$ cat src/rtl/tetris_move_gen.sv
// ---------------------------------------------------------------------------
// tetris_move_gen
// Move-request generator for the falling piece. Debounces the raw left,
// right and down buttons, runs the level-dependent gravity timer and
// arbitrates both sources into single-cycle, mutually exclusive move pulses.
//
// Ports
//   clk        system clock, rising edge
//   rst_n      asynchronous active-low reset
//   btn_left   raw asynchronous button, active-high
//   btn_right  raw asynchronous button, active-high
//   btn_down   raw asynchronous button, active-high (soft drop)
//   level      current game level 0..15
//   enable     game running; low clears and freezes move generation
//   busy       downstream cannot accept a move this cycle
//   drop       registered one-cycle pulse: move piece down one row
//   left       registered one-cycle pulse: move piece left one column
//   right      registered one-cycle pulse: move piece right one column
//
// Build option
//   TETRIS_AUTOREPEAT_EN  when defined, held left/right buttons auto-repeat
//                         after REP_DELAY cycles, then every REP_PERIOD.
// ---------------------------------------------------------------------------
module tetris_move_gen #(
   parameter int unsigned DB_CYC       = 16,
   parameter int unsigned GRAV_PERIOD0 = 1024,
   parameter int unsigned GRAV_STEP    = 64,
   parameter int unsigned GRAV_MIN     = 64,
   parameter int unsigned SOFT_PERIOD  = 32,
   parameter int unsigned REP_DELAY    = 128,
   parameter int unsigned REP_PERIOD   = 32
) (
   input  logic       clk,
   input  logic       rst_n,
   input  logic       btn_left,
   input  logic       btn_right,
   input  logic       btn_down,
   input  logic [3:0] level,
   input  logic       enable,
   input  logic       busy,
   output logic       drop,
   output logic       left,
   output logic       right
);

   localparam int unsigned PW  = 16;
   localparam int unsigned DBW = $clog2(DB_CYC);

   // Reject parameter sets the counters cannot represent.
   generate
      if (DB_CYC < 2 || REP_DELAY == 0 || REP_PERIOD == 0 || SOFT_PERIOD == 0 ||
          GRAV_MIN == 0 || GRAV_PERIOD0 < GRAV_MIN) begin : g_param_err
         $error("tetris_move_gen: illegal parameter set");
      end
   endgenerate

   // Button index: 0 = left, 1 = right, 2 = down.
   logic [2:0]     btn_raw;
   logic [2:0]     sync1;
   logic [2:0]     sync2;
   logic [2:0]     db;
   logic [2:0]     db_q;
   logic [DBW-1:0] db_cnt [3];
   logic [2:0]     press_c;
   logic [1:0]     rep_set_c;

   assign btn_raw = {btn_down, btn_right, btn_left};
   assign press_c = db & ~db_q;

   // Synchronizers and debouncers; these keep running while disabled so a
   // button held across the enable rise never looks like a fresh press.
   always_ff @(posedge clk or negedge rst_n) begin
      if (!rst_n) begin
         sync1 <= '0;
         sync2 <= '0;
         db    <= '0;
         db_q  <= '0;
         for (int i = 0; i < 3; i++) db_cnt[i] <= '0;
      end else begin
         sync1 <= btn_raw;
         sync2 <= sync1;
         db_q  <= db;
         for (int i = 0; i < 3; i++) begin
            if (sync2[i] != db[i]) begin
               if (db_cnt[i] == DBW'(DB_CYC - 1)) begin
                  db[i]     <= ~db[i];
                  db_cnt[i] <= '0;
               end else begin
                  db_cnt[i] <= db_cnt[i] + DBW'(1);
               end
            end else begin
               db_cnt[i] <= '0;
            end
         end
      end
   end

`ifdef TETRIS_AUTOREPEAT_EN
   localparam int unsigned REP_MAX = (REP_DELAY > REP_PERIOD) ? REP_DELAY : REP_PERIOD;
   localparam int unsigned RCW     = $clog2(REP_MAX + 1);

   typedef enum logic [1:0] {
      ST_IDLE,
      ST_DELAY,
      ST_REPEAT
   } rep_state_t;

   rep_state_t     rep_state     [2];
   rep_state_t     rep_state_nxt [2];
   logic [RCW-1:0] rep_cnt       [2];
   logic [RCW-1:0] rep_cnt_nxt   [2];

   // Auto-repeat state registers (left, right).
   always_ff @(posedge clk or negedge rst_n) begin
      if (!rst_n) begin
         for (int i = 0; i < 2; i++) begin
            rep_state[i] <= ST_IDLE;
            rep_cnt[i]   <= '0;
         end
      end else begin
         for (int i = 0; i < 2; i++) begin
            rep_state[i] <= rep_state_nxt[i];
            rep_cnt[i]   <= rep_cnt_nxt[i];
         end
      end
   end

   // Auto-repeat next state; the press itself is handled by press_c, so
   // the FSM only contributes the delayed and periodic repeats.
   always_comb begin
      rep_set_c = '0;
      for (int i = 0; i < 2; i++) begin
         rep_state_nxt[i] = rep_state[i];
         rep_cnt_nxt[i]   = rep_cnt[i];
         if (!enable || !db[i]) begin
            rep_state_nxt[i] = ST_IDLE;
            rep_cnt_nxt[i]   = '0;
         end else begin
            case (rep_state[i])
               ST_IDLE: begin
                  if (press_c[i]) begin
                     rep_state_nxt[i] = ST_DELAY;
                     rep_cnt_nxt[i]   = '0;
                  end
               end
               ST_DELAY: begin
                  if (rep_cnt[i] == RCW'(REP_DELAY - 1)) begin
                     rep_state_nxt[i] = ST_REPEAT;
                     rep_cnt_nxt[i]   = '0;
                     rep_set_c[i]     = 1'b1;
                  end else begin
                     rep_cnt_nxt[i] = rep_cnt[i] + RCW'(1);
                  end
               end
               ST_REPEAT: begin
                  if (rep_cnt[i] == RCW'(REP_PERIOD - 1)) begin
                     rep_cnt_nxt[i] = '0;
                     rep_set_c[i]   = 1'b1;
                  end else begin
                     rep_cnt_nxt[i] = rep_cnt[i] + RCW'(1);
                  end
               end
               default: begin
                  rep_state_nxt[i] = ST_IDLE;
                  rep_cnt_nxt[i]   = '0;
               end
            endcase
         end
      end
   end
`else
   assign rep_set_c = 2'b00;
`endif

   // Gravity period for the current level, floored at GRAV_MIN.
   logic [PW-1:0] step_prod_c;
   logic [PW-1:0] p_level_c;
   logic [PW-1:0] p_eff_c;
   logic          g_term_c;
   logic [PW-1:0] gcnt;
   logic [PW-1:0] p_lat;

   assign step_prod_c = PW'(GRAV_STEP) * PW'(level);

   always_comb begin
      p_level_c = PW'(GRAV_MIN);
      if (step_prod_c < PW'(GRAV_PERIOD0) &&
          (PW'(GRAV_PERIOD0) - step_prod_c) > PW'(GRAV_MIN))
         p_level_c = PW'(GRAV_PERIOD0) - step_prod_c;
   end

   // Holding down shortens the active period; >= catches a count already
   // past the shorter terminal when soft drop engages mid-period.
   assign p_eff_c  = (db[2] && p_lat > PW'(SOFT_PERIOD)) ? PW'(SOFT_PERIOD) : p_lat;
   assign g_term_c = (gcnt >= p_eff_c - PW'(1));

   logic          d_pend, l_pend, r_pend;
   logic          d_pend_nxt, l_pend_nxt, r_pend_nxt;
   logic [PW-1:0] gcnt_nxt;
   logic [PW-1:0] p_lat_nxt;
   logic          drop_nxt, left_nxt, right_nxt;

   // Move-generation state registers.
   always_ff @(posedge clk or negedge rst_n) begin
      if (!rst_n) begin
         gcnt   <= '0;
         p_lat  <= PW'(GRAV_PERIOD0);
         d_pend <= 1'b0;
         l_pend <= 1'b0;
         r_pend <= 1'b0;
         drop   <= 1'b0;
         left   <= 1'b0;
         right  <= 1'b0;
      end else begin
         gcnt   <= gcnt_nxt;
         p_lat  <= p_lat_nxt;
         d_pend <= d_pend_nxt;
         l_pend <= l_pend_nxt;
         r_pend <= r_pend_nxt;
         drop   <= drop_nxt;
         left   <= left_nxt;
         right  <= right_nxt;
      end
   end

   // Gravity timer, pending flags and issue arbitration (drop > cancel > left > right).
   always_comb begin
      gcnt_nxt   = gcnt;
      p_lat_nxt  = p_lat;
      d_pend_nxt = d_pend;
      l_pend_nxt = l_pend;
      r_pend_nxt = r_pend;
      drop_nxt   = 1'b0;
      left_nxt   = 1'b0;
      right_nxt  = 1'b0;
      if (enable) begin
         if (g_term_c) begin
            gcnt_nxt  = '0;
            p_lat_nxt = p_level_c;
         end else begin
            gcnt_nxt = gcnt + PW'(1);
         end
         if (!busy) begin
            if (d_pend) begin
               drop_nxt   = 1'b1;
               d_pend_nxt = 1'b0;
            end else if (l_pend && r_pend) begin
               l_pend_nxt = 1'b0;
               r_pend_nxt = 1'b0;
            end else if (l_pend) begin
               left_nxt   = 1'b1;
               l_pend_nxt = 1'b0;
            end else if (r_pend) begin
               right_nxt  = 1'b1;
               r_pend_nxt = 1'b0;
            end
         end
         // New requests land after the clears so none is lost on an issue edge.
         if (g_term_c || press_c[2]) d_pend_nxt = 1'b1;
         if (press_c[2])             gcnt_nxt   = '0;
         if (press_c[0] || rep_set_c[0]) l_pend_nxt = 1'b1;
         if (press_c[1] || rep_set_c[1]) r_pend_nxt = 1'b1;
      end else begin
         gcnt_nxt   = '0;
         d_pend_nxt = 1'b0;
         l_pend_nxt = 1'b0;
         r_pend_nxt = 1'b0;
      end
   end

endmodule

$ cat config.mk
export PLATFORM = sky130hd
export DESIGN_NAME = tetris_move_gen
export DESIGN_NICKNAME = d
export VERILOG_FILES = /design/src/rtl/tetris_move_gen.sv
export SDC_FILE = /design/constraint.sdc
export NUM_CORES = 1
export LEC_CHECK = 0
export ABC_AREA = 0
export CORE_ASPECT_RATIO = 0.75
export CORE_UTILIZATION = 43
export DETAILED_ROUTE_END_ITERATION = 10
export GPL_ROUTABILITY_DRIVEN = 0
export PLACE_DENSITY = 0.67
export SYNTH_ARGS = -nofsm -noshare
export SYNTH_HDL_FRONTEND = slang
export SYNTH_SLANG_ARGS = --single-unit
$ cat constraint.sdc
create_clock -name clk -period 7.1 [get_ports clk]
set_input_delay 2.13 -clock clk [delete_from_list [all_inputs] [get_ports clk]]
set_output_delay 2.13 -clock clk [all_outputs]
set_load 0.05 [all_outputs]
Word level (Yosys, flattened, before mapping)
Index checks and enable logic that the tools add are counted.
{"block": "word_totals", "word_cells": 92, "output_inout_bits": 3, "regBits": 62}
{"block": "classes", "n_eq_ne": 12, "add_sub_neg": 6, "order_cmp": 4, "reduce_logical": 10, "bitwise_logic": 5, "mux": 38}
{"cell": "2-to-1 mux 16 bit", "count": 5}
{"cell": "2-to-1 mux 1 bit", "count": 27}
{"cell": "2-to-1 mux 4 bit", "count": 6}
{"cell": "adder 16 x 1 -> 16 bit (second input constant)", "count": 1}
{"cell": "greater-or-equal comparator 16 bit", "count": 1}
{"cell": "> comparator 16 x 6 -> 1 bit (second input constant)", "count": 1}
{"cell": "> comparator 16 x 7 -> 1 bit (second input constant)", "count": 1}
{"cell": "subtractor 16 x 1 -> 16 bit (second input constant)", "count": 1}
{"cell": "adder 4 x 1 -> 4 bit (second input constant)", "count": 3}
{"cell": "equality test 4 bit (second input constant)", "count": 3}
{"cell": "subtractor 11 x 10 -> 12 bit (first input constant)", "count": 1}
{"cell": "less-than comparator 10 x 11 -> 1 bit (second input constant)", "count": 1}
{"cell": "AND reduction 2 bit", "count": 5}
{"cell": "!= test 3 x 2 -> 1 bit (second input constant)", "count": 3}
{"cell": "!= test 3 bit (second input constant)", "count": 2}
{"cell": "!= test 4 x 3 -> 1 bit (second input constant)", "count": 1}
{"cell": "AND 3 bit", "count": 1}
{"cell": "logical AND 1 bit", "count": 3}
{"cell": "!= test 1 bit", "count": 3}
{"cell": "NOT 1 bit", "count": 3}
{"cell": "NOT 3 bit", "count": 1}
{"cell": "AND reduction 3 bit", "count": 1}
{"cell": "logical OR 1 bit", "count": 1}

Longest topological paths before layout
Gate-level depths: netlist of the first run.
{"block": "depth", "ltp_word": 8, "mapped_depth": 11, "ltp_nobuf": 10}

Worst setup path before layout of the first run
OpenSTA, ideal clock, no wires.
{"block": "synth_timing", "kind": "in2reg", "from": "input port level[0]", "to": "register p_lat[6]", "t_required_ns": 6.975, "arrival_ns": 2.968, "slack_ns": 4.007, "setup_ns": 0.125, "n_path_buf": 0, "stages": 6, "path_cell_list": "inv_1 > ha_1 > and3b_1 > o21ai_0 > nand2_1 > mux2_2"}
{"block": "synth_between", "elab_chain_cells": 4, "elab_cells_between_ends": 5, "classes_between": "1 x add/sub; 2 x order compare; 1 x mux; 1 x reduce/logical"}
{"element": "start, declared", "line": "38", "rtl": "input logic [3:0] level,"}
{"element": "subtractor 11 x 10 -> 12 bit", "line": "188, 189"}
{"element": "> comparator 16 x 7 -> 1 bit", "line": "188", "rtl": "(PW'(GRAV_PERIOD0) - step_prod_c) > PW'(GRAV_MIN))"}
{"element": "logical AND 1 bit", "line": "187", "rtl": "if (step_prod_c < PW'(GRAV_PERIOD0) &&"}
{"element": "2-to-1 mux 16 bit *", "line": "187"}
{"element": "end signal, assigned", "line": "207", "rtl": "p_lat <= PW'(GRAV_PERIOD0);"}
{"element": "end signal, assigned", "line": "216", "rtl": "p_lat <= p_lat_nxt;"}
{"element": "end, declared", "line": "181", "rtl": "logic [PW-1:0] p_lat;"}
Every way passes the cells marked *; elsewhere a longest branch is shown, timed or not.
A chain may end at the register's enable or synchronous reset.

Worst setup path after layout of the first run
{"block": "layout_timing", "from": "register left", "to": "output port left"}
{"element": "start, declared", "line": "42", "rtl": "output logic left,"}
{"element": "start signal, assigned", "line": "221", "rtl": "left <= left_nxt;"}
No word-level cell between the ends.

==> results of run 1 <==
through the flow:
stage	hold WS, ps	cell area, sq um	instances
floorplan	331	2480	223
global placement	332	2690	310
detailed placement	336	2690	310
CTS	357	2780	318
global route	365	2780	318
finish	354	2780	318
final cells by class:
type	instances	share of cell area
Inverter	8	0.0108
Tap cell	75	0.0338
Sequential cell	51	0.460
Clock buffer	5	0.0248
Multi-Input combinational cell	162	0.416
Clock inverter	3	0.00676
Timing Repair Buffer	14	0.0477
sequential cells by signal, indices dropped and copies added (netlist names):
register	flops
right	1
left	1
r_pend	1
drop	1
l_pend	1
sync1	3
sync2	3
db_q	3
db	3
db_cnt	12
gcnt	16
p_lat	5
d_pend	1
per-layer routing:
metal	track usage	up-vias	wire length (microns)
li1	-	820	-
met1	0.203	751	2100
met2	0.212	19	1600
met3	0.0477	7	124
met4	0.0595	0	65
met5	0	-	0
where the power goes:
part	switching, uW	internal (uW)	leakage [uW]
clock network	95.0	69.5	0.0000483
registers	8.76	299	0.000680
logic	25.7	22.4	0.000513
total	129	391	0.00124
worst max path at each step:
stage | start | end | slack (ps) | cells past startpoint
final | left | left | 3540 | 1
after global routing | p_lat[8] | gcnt[1] | 3200 | 10
after CTS | left | left | 3520 | 1
after detailed placement | level[0] | p_lat[6] | 3400 | 7
after global placement | level[0] | p_lat[6] | 3440 | 7
after floorplan | level[0] | p_lat[6] | 4010 | 6
kinds of logic after synthesis:
family | after synthesis | share of synthesized area
AND/OR/NAND/NOR | 82 | 0.180
buffers and inverters | 10 | 0.0182
adder cells (fa/ha/maj) | 17 | 0.0858
XOR/XNOR | 23 | 0.0813
AO/OA/AOI/OAI | 32 | 0.0833
multiplexers | 8 | 0.0363
flip-flops | 51 | 0.515
Yosys cell counts (all sizes together):
master    n
and3      2
xnor2    12
xor2     11
dfstp     1
mux2      8
nand2b    7
nand2    10
nor3b     6
nor2     22
nand3    12
a21oi    12
nand4b    3
and2      3
nor3      2
nor2b     3
and4      3
or3b      1
and3b     2
inv       8
buf       2
a31o      1
nor4      2
a21boi    3
nand4     4
dfrtp    50
ha       17
o21a      1
a311oi    1
o31a      1
o2111ai   2
o21ai    11
==> results summary, run 1 <==
The setup clock skew after layout came out at 3.55 ps. The worst-case register-to-register setup slack is 3570 ps. The post-cts repair resize count is 0. The final net count is 270. The static leakage is 0.00124 uW. The number of nets handed over by synthesis was 251. The achievable clock frequency is 0.281 GHz. Setup repair after global routing left no endpoint under its margin.

Counting the buffers created by CTS gives 5. The area share of the largest cell type after synthesis is 0.505. The average wire per cell in the routed design is 12.2 microns. Power comes to 521 uW.

The setup fix buffers added after clock tree synthesis is 0. The number of cells on the worst reg-to-reg path is 10. The setup-violating endpoint count in the final report is 0.

The layout cell share with drive strength beyond 1 is 0.0947. The max-slew violation total from the final report came to 0. For hold timing, the worst endpoint is sync2[0].

The total I/O pin count is 14. The initial DRC count is 61. In this run the power density over the cells is 187 nW/um^2. The number of buffers inserted by hold repair at cts is 0. The floorplan step defined a core boundary enclosing 5440 sq um. After detailed routing, the number of remaining DRC violations is 0.

The total routing resource utilization after global routing came out at 0.147. The setup path with the least slack is of type register to primary output. The flip-flop and latch count after synthesis is 51. Across all setup checks in the final design, the least slack found is 3540 ps. Once layout is complete, the utilization of the core stands at 0.511.

The post-synthesis cell type count came out at 33. The signed area change from the synthesized netlist to the final layout is 12.1%. The critical register-to-register path endpoint is gcnt[8]. In the final layout, the multi-input gates occupy 1160 sq um. The first-pass iteration count of the detailed router is 4. By area the synthesized netlist is led by dfrtp_1 (50%), ha_1 (8.6%), xnor2_1 (4.2%), xor2_1 (3.9%), mux2_2 (3.6%). The launch instance of the worst min-delay path is sync1[0].

STA classifies the critical path endpoint as a primary output. The initial antenna violation count was 0. Entering global routing, the biggest net connects 52 pins. After technology mapping, the gate count stands at 223. The slowest stage of the critical path belongs to the cell clkdlybuf4s50_1.

In this run the critical register-to-register path is launched from p_lat[8]. Walking the worst path, the cells encountered are clkdlybuf4s50_1. The flow ran to the end, and the final reports show no timing, DRC or antenna violations. The first global-routing pass estimated 6.53 mm of wire.

The number of global-route vias before repair came out at 1430. The initial utilization of the core area, before any placement, comes to 0.456. The minimum period implied by the final worst setup slack came out at 3560 ps. The sequential cell area fraction in the yosys report is 0.515.

The H-tree level count is 2. Summed over all instances, the cell type with the most area after synthesis is dfrtp_1. The total buffers and inverters traversed by the critical path is 1. On the critical path the largest part of the delay comes from buffers and inverters. Leaving out fill and tap cells, the most frequent cell in the layout is dfrtp_1. The area used by sequential logic in the layout is 1280 sq um.

The floorplan step set the die width to 89.7 microns. The sum of overflow across all layers after global routing is 0. The worst slew margin relative to its limit is 0.468. Across the run, the number of max-cap violations was 0. The worst hold path stage count came out at 0. Prior to clock tree synthesis, the placed netlist has a worst setup slack of 3400 ps. The critical-path maximum fanout came out at 1. The number of sinks on the clock net is 51. The top cell types in the final layout, fill and taps aside, are dfrtp_1 (50), nor2_1 (22), ha_1 (17).

Clock latency on the worst-skew pair, taken at its later pin, is 300 ps. The CTS tree is built. The count of final hold-check violations is 0. After detailed routing, the number of vias per cell comes to 5.02. The peak per-stage delay on the critical path came out at 790 ps.

STA classifies the critical path startpoint as a register. After floorplanning, the core was divided into 23 placement rows. In this run the cell area of the synthesized design comes to 2480 sq um. The number of port buffers is 13. The critical path required time is 4970 ps. The worst ir drop on vdd came out at 0.0000685 V. The count of yosys warnings during synthesis is 0. The detailed router placed 1597 vias in this run. In this run the clock root is driven by a clkbuf_8. The synthesized area per cell is 11.1 sq um. The worst-margin pin slew is 791 ps. The number of antenna-violating nets in the routed design came out at 0. The wire-length estimate of the detail-placed layout is 2.75 mm.

The repair_antennas step left the layout with diodes totalling 0. The floorplan die height came out at 67.8 microns. The setup TNS came out at 0 ps. The count of filler cells inserted in the layout is 488. Clock-pin slew was measured on the worst setup and hold paths at 90 ps. Summed over all layers, the routed wires come to 3.89 mm. The area enclosed by the die boundary is 6070 sq um.

The path class of the tightest hold or removal check is register to register. The maximum count of clock buffers along a single path came out at 2. The post-route clock period utilization came out at 0.502.

The signal arrival time at the worst endpoint is 1430 ps.
Power figures use the tool's default switching activity.
==> run 2: changes to the inputs <==
--- a/config.mk
+++ b/config.mk
@@ -10,7 +10,7 @@
 export CORE_UTILIZATION = 43
 export DETAILED_ROUTE_END_ITERATION = 10
 export GPL_ROUTABILITY_DRIVEN = 0
-export PLACE_DENSITY = 0.67
+export PLACE_DENSITY = 0.69
 export SYNTH_ARGS = -nofsm -noshare
 export SYNTH_HDL_FRONTEND = slang
 export SYNTH_SLANG_ARGS = --single-unit
==> constraint.sdc (replaced) <==
create_clock -name clk -period 3.25 [get_ports clk]
set_input_delay 0.975 -clock clk [delete_from_list [all_inputs] [get_ports clk]]
set_output_delay 0.975 -clock clk [all_outputs]
set_load 0.05 [all_outputs]
==> results summary, run 2 (synthesis results as in run 1) <==
The number of antenna repair diodes is 0. In this run the power density over the cells is 406 nW/um^2. The clock arrives with 6.11 ps of skew.

The routed length on met1 came out at 2.25 mm. The initial antenna violation count came to 0. The net switching power is 283 uW. The static leakage came out at 0.00125 uW.

The signed area change from the synthesized netlist to the final layout is 13.2%. The max-slew violation total from the final report was 0. The clock-pin slew of the registers on the worst-case setup and hold paths came out at 90 ps. The floorplan step defined a core boundary enclosing 5440 sq um. The maximum count of clock buffers along a single path came out at 2.

The minimum period implied by the final worst setup slack is 2760 ps. The part of the power in registers is 0.590. The number of sinks on the clock net came out at 51.

The initial DRC count is 62. The worst slack at placement came out at 274 ps. The launch instance of the worst min-delay path is sync1[0].

The detailed router used layers up to and including met4. The first detailed-routing pass took 4 iterations. Of the total power, the share spent switching nets is 0.248. The signal arrival time at the worst endpoint is 2950 ps. Entering global routing, the biggest net connects 28 pins. The worst slew margin relative to its limit is 0.608.

The sum of overflow across all layers after global routing is 0. The register with the most flip-flops in the layout has 16 of them. The worst hold path passes through 0 cells. The critical register-to-register path endpoint is p_lat[8]. The average wire per cell in the routed design is 12.8 microns. The effective utilization at floorplan came out at 0.456. At the pin with the least slew margin, the transition time is 583 ps.

In the final layout, the share of cells above drive strength 1 is 0.102. The summed area of non-filler cells in the final layout came out at 2810 sq um. From bottom edge to top edge, the die measures 67.8 microns. The largest register by flop count is gcnt.

Leaving out fill and tap cells, the most frequent cells in the layout are dfrtp_1 (50), nor2_1 (22), ha_1 (17). The internal portion of the total power is 857 uW. The area enclosed by the die boundary is 6070 sq um. Across all register-to-register paths, the minimum setup slack is 490 ps. The setup TNS is 0 ps.

The final net count came out at 272. The worst-case IR drop observed on VDD is 0.000173 V. The count of filler cells inserted in the layout is 487. The placed instances occupy a cell area of 2710 sq um. The number of port buffers is 13. The number of standard-cell rows in the floorplan came out at 23. The library cell used most frequently in the layout, excluding fill and tap cells, is dfrtp_1. The run finished with clean final reports.

The critical-path maximum fanout is 5. The total I/O pin count came out at 14. The count of final hold-check violations is 0.

The critical path is of the register to register type. The met2 layer wire length in the routed design is 1.64 mm. The routed design uses 136 microns of met3 wire. The number of buffers created by CTS came out at 5. In the global route stage, overall resource usage came out at 0.154. The type of the worst min-delay path is register to register. The number of cells on the worst reg-to-reg path came out at 10. In the final layout, the registers with the most flip-flops are gcnt (16), db_cnt (12), p_lat (5). The relative contribution of combinational cells to total power is 0.097. The achievable clock frequency came out at 0.362 GHz. The reported max-cap violation count is 0. The routed via count is 1594.

The half-perimeter wire length after detailed placement is 3.00 mm. The part of the power in the clock network is 0.313. After detailed routing, the number of remaining DRC violations is 0. In this run the critical register-to-register path is launched from p_lat[8]. Setup repair after global routing left no endpoint under its margin. The number of antenna-violating nets in the routed design came out at 0.

The H-tree level count is 2. The worst setup path is launched from a register. The kind of end point of the critical path is a register.

For the worst setup path, the data required time is 3440 ps. The ratio of routed vias to standard cells is 4.98. The CTS tree is built. Dividing the final minimum period by the clock period gives 0.849.

The setup-violating endpoint count in the final report is 0. The final layout contains routed wiring with a total length of 4.09 mm. The latest clock arrival within the worst-skew pair is 310 ps. The minimum setup slack in the final design came out at 491 ps. Buffers added to address setup during post-CTS repair amount to 0. Clock tree synthesis selected as its root buffer the cell clkbuf_8.

For hold timing, the worst endpoint is sync2[0]. The number of buffers inserted by hold repair at cts is 0. The width of the chip is 89.7 microns. The number of global-route vias before repair is 1483. The first global-routing pass estimated 6.90 mm of wire.
## run 2: cell types whose count changed in the layout (fill, tap and decap cells not counted), sizes merged
cell and delta:
buf +2, clkbuf +1, clkinv -1, clkinvlp +1, inv -1
## run 2: worst max path at each step
stage	start	to	slack (ps)	cells after the start
after floorplan	p_lat[8]	gcnt[11]	370	11
after global placement	p_lat[8]	gcnt[13]	440	10
after detailed placement	p_lat[8]	gcnt[12]	270	10
after CTS	p_lat[8]	gcnt[6]	240	10
after global routing	p_lat[8]	gcnt[11]	200	10
final	p_lat[8]	p_lat[8]	490	10
## run 2: cell type report
type | instances | area, sq um | share of cell area
sequential | 51 | 1280 | 0.455
multi-input combinational | 162 | 1170 | 0.417
clock inverter | 2 | 12.5 | 0.00446
inverter | 8 | 30.0 | 0.0107
tap | 75 | 93.8 | 0.0335
timing repair buffer | 16 | 148 | 0.0526
clock buffer | 6 | 72.6 | 0.0259
## run 2: through the flow
stage	total power (uW)	util	cells	hold slack (ps)
global route	1190	0.516	320	364
floorplan	747	-	223	331
global placement	793	0.497	312	335
finish	1140	0.516	320	352
CTS	1150	0.513	320	357
detailed placement	795	0.497	312	336
## run 2: layer usage
layer | vias up | GRT usage
li1 | 825 | -
met1 | 741 | 0.226
met2 | 20 | 0.215
met3 | 8 | 0.0440
met4 | 0 | 0.0536
met5 | - | 0
## run 2: worst max-delay path, cell delays in order, from the launching register on
cell and delay, ps:
dfrtp_1 420, nor4_1 350, nand2b_1 180, nand2_1 170
o21ai_0 110, ha_1 300, and4_1 190, nand2_1 60
a31o_2 260, a21boi_4 250, mux2_2 360
## run 2: power groups by stage
stage          Sequential [uW]  Clock, uW  Combinational [uW]
2_1_floorplan              680          0                66.6
3_3_place_gp               684          0                 109
3_5_place_dp               685          0                 110
4_1_cts                    673        370                 111
5_1_grt                    676        390                 128
6_report                   673        357                 110
## run 2: timing repair
| action | in CTS | in global routing |
|---|---|---|
| hold endpoints to repair | 0 | 0 |
| setup endpoints to repair | 0 | 16 |
| resized for setup | 0 | 2 |
==> run 3: changes to the inputs <==
==> constraint.sdc (replaced) <==
create_clock -name clk -period 2.4 [get_ports clk]
set_input_delay 0.72 -clock clk [delete_from_list [all_inputs] [get_ports clk]]
set_output_delay 0.72 -clock clk [all_outputs]
set_load 0.05 [all_outputs]
==> results summary, run 3 (synthesis results as in run 1) <==
The effective utilization at floorplan came out at 0.456. In the global route stage, overall resource usage came out at 0.165. The floorplan step defined a die boundary enclosing 6070 sq um. The remaining design rule violation count came out at 0. The cell sitting at the root of the clock tree is a clkbuf_8. In this run the worst hold path is classified as primary input to asynchronous set/reset pin. For this design the ratio of total power to cell area is 521 nW/um^2. The floorplan has 23 rows. The repair_antennas step left the layout with diodes totalling 0.

The area used by sequential logic in the layout came out at 1280 sq um. The count of final hold-check violations came out at 0. The summed area of non-filler cells in the final layout is 3070 sq um.

The number of port buffers came out at 13. The initial antenna violation count came out at 0. The core region is 5440 sq um.

Traced cell by cell, the critical path runs through nor4_4 > nand2b_1 > nand2_2 > o21ai_1 > ha_1 > and4_1 > nand2_2 > a31o_4 > a21boi_4 > mux2_4. The final routed wirelength across all metal layers came out at 4.49 mm. STA classifies the critical path startpoint as a register. The initial DRC count came out at 67. The worst-margin pin slew is 809 ps. Leaving out fill and tap cells, the most frequent cells in the layout are dfrtp_1 (50), ha_1 (17), buf_4 (14).

The static leakage came out at 0.00135 uW. The total I/O pin count is 14. The worst slack at placement came out at -177 ps. The reported max-cap violation count came out at 0. The setup-violating endpoint count in the final report is 21.

The area of combinational cells with multiple inputs is 1270 sq um. The checks that failed: negative setup slack. More flip-flops sit in one register than any other, and that register is gcnt.

The half-perimeter wire length after detailed placement is 3.18 mm. The critical path is of the register to register type. The cell with the largest stage delay on the worst path is dfrtp_1. No sink is reached through more buffers than the 2 on the longest clock path. Global routing finished with a remaining overflow of 0. The worst setup path is captured at a register. The H-tree level count is 2. The number of antenna-violating nets in the routed design came out at 0. The critical-path maximum fanout came out at 5. The run finished, with violations left.

The max-slew violation total from the final report is 0. The worst slew margin relative to its limit came out at 0.456. VDD sags by at most 0.000231 V. The first-pass iteration count of the detailed router is 4. The die is 67.8 microns tall. The width of the chip is 89.7 microns. The number of buffers inserted by hold repair at cts came out at 0. The number of buffers created by CTS is 5.

The number of global-route vias before repair came to 1633. The average wire per cell in the routed design came out at 13.4 microns. The wire length of the first global-routing pass came out at 7.39 mm. Entering global routing, the biggest net connects 19 pins.

The final net count is 287. The post-detailed-placement cell area is 2840 sq um. At the end of the flow the core is filled with cells to 0.564. The post-route clock period utilization is 1.08. The most frequent standard cell in the layout excluding fill and tap cells is dfrtp_1. The final route contains 1712 vias. The peak per-stage delay on the critical path is 420 ps. The minimum period implied by the final worst setup slack came out at 2580 ps. The signal arrival time at the worst endpoint is 2770 ps. The largest registers in the layout are gcnt (16), db_cnt (12), p_lat (5).

The layout cell share with drive strength beyond 1 is 0.227. The achievable clock frequency came out at 0.387 GHz. The setup clock skew after layout came out at 6.60 ps. The minimum setup slack in the final design is -184 ps.

The critical path required time came out at 2590 ps. Using the TritonRoute via totals, the vias-per-cell ratio works out to 5.11. Power comes to 1600 uW. The layout has 442 filler cells. The number of sinks on the clock net came out at 51. The signed area change from the synthesized netlist to the final layout came out at 23.7%. The setup TNS is -3390 ps. After clock tree synthesis, the clock-pin slew on the worst setup and hold paths is 90 ps.

The cell that appears most often on the critical path is nand2_2. Setup repair after global routing could not meet its margin everywhere. At the later pin of the worst-skew pair, clock insertion delay measures 300 ps. TritonCTS built the clock tree. The register with the most flip-flops in the layout has 16 of them.
==> run 3: cell count changes in the layout (fill, tap and decap cells not counted), sizes merged <==
cell	before	now
clkbuf	6	5
clkinvlp	1	2
buf	4	19
==> run 3: what timing repair did <==
action,CTS,global route
resized for setup,11,15
pin swaps,8,7
cloned,1,0
setup endpoints to repair,21,22
buffers inserted,2,3
==> run 3: per-stage QoR <==
stage	hold WS (ps)	cells
floorplan	331	223
global placement	333	322
detailed placement	335	322
CTS	324	332
global route	336	335
finish	315	335
==> run 3: worst paths after layout <==
kind                       cells after the start  slack [ps]  startpoint       end
setup / recovery                              10        -180    p_lat[9]  p_lat[9]
hold / removal                                 1         320       rst_n   gcnt[0]
max in group asynchronous                      2        1530       rst_n      left
setup reg to reg                              10        -180    p_lat[9]  p_lat[9]
min in group clk                               0         350    sync1[1]  sync2[1]
hold reg to reg                                0         350    sync1[1]  sync2[1]
==> run 3: power by group <==
group | internal (uW) | switching (uW)
sequential | 885 | 24.9
combinational | 103 | 99.6
clock | 203 | 282
==> run 3: area by class of cell <==
class	count	area share
clock buffer	5	0.0224
clock inverter	3	0.00653
inverter	8	0.00980
multi-input combinational	162	0.416
sequential	51	0.417
tap	75	0.0306
timing repair buffer	31	0.0980
==> run 3: routing by layer <==
layer / up-vias / track usage / share of wire
met4: 0 / 0.0833 / 0.014
met2: 25 / 0.257 / 0.45
met5: - / 0 / 0
met3: 5 / 0.0342 / 0.029
met1: 827 / 0.220 / 0.51
li1: 855 / - / -
==> run 3: critical path: cells and delay by family, from the launching register on <==
family	cells	cell delay (ps)
simple gates	5	850
mux	1	330
compound gates	3	560
fa+ha+maj	1	320
flops	1	420
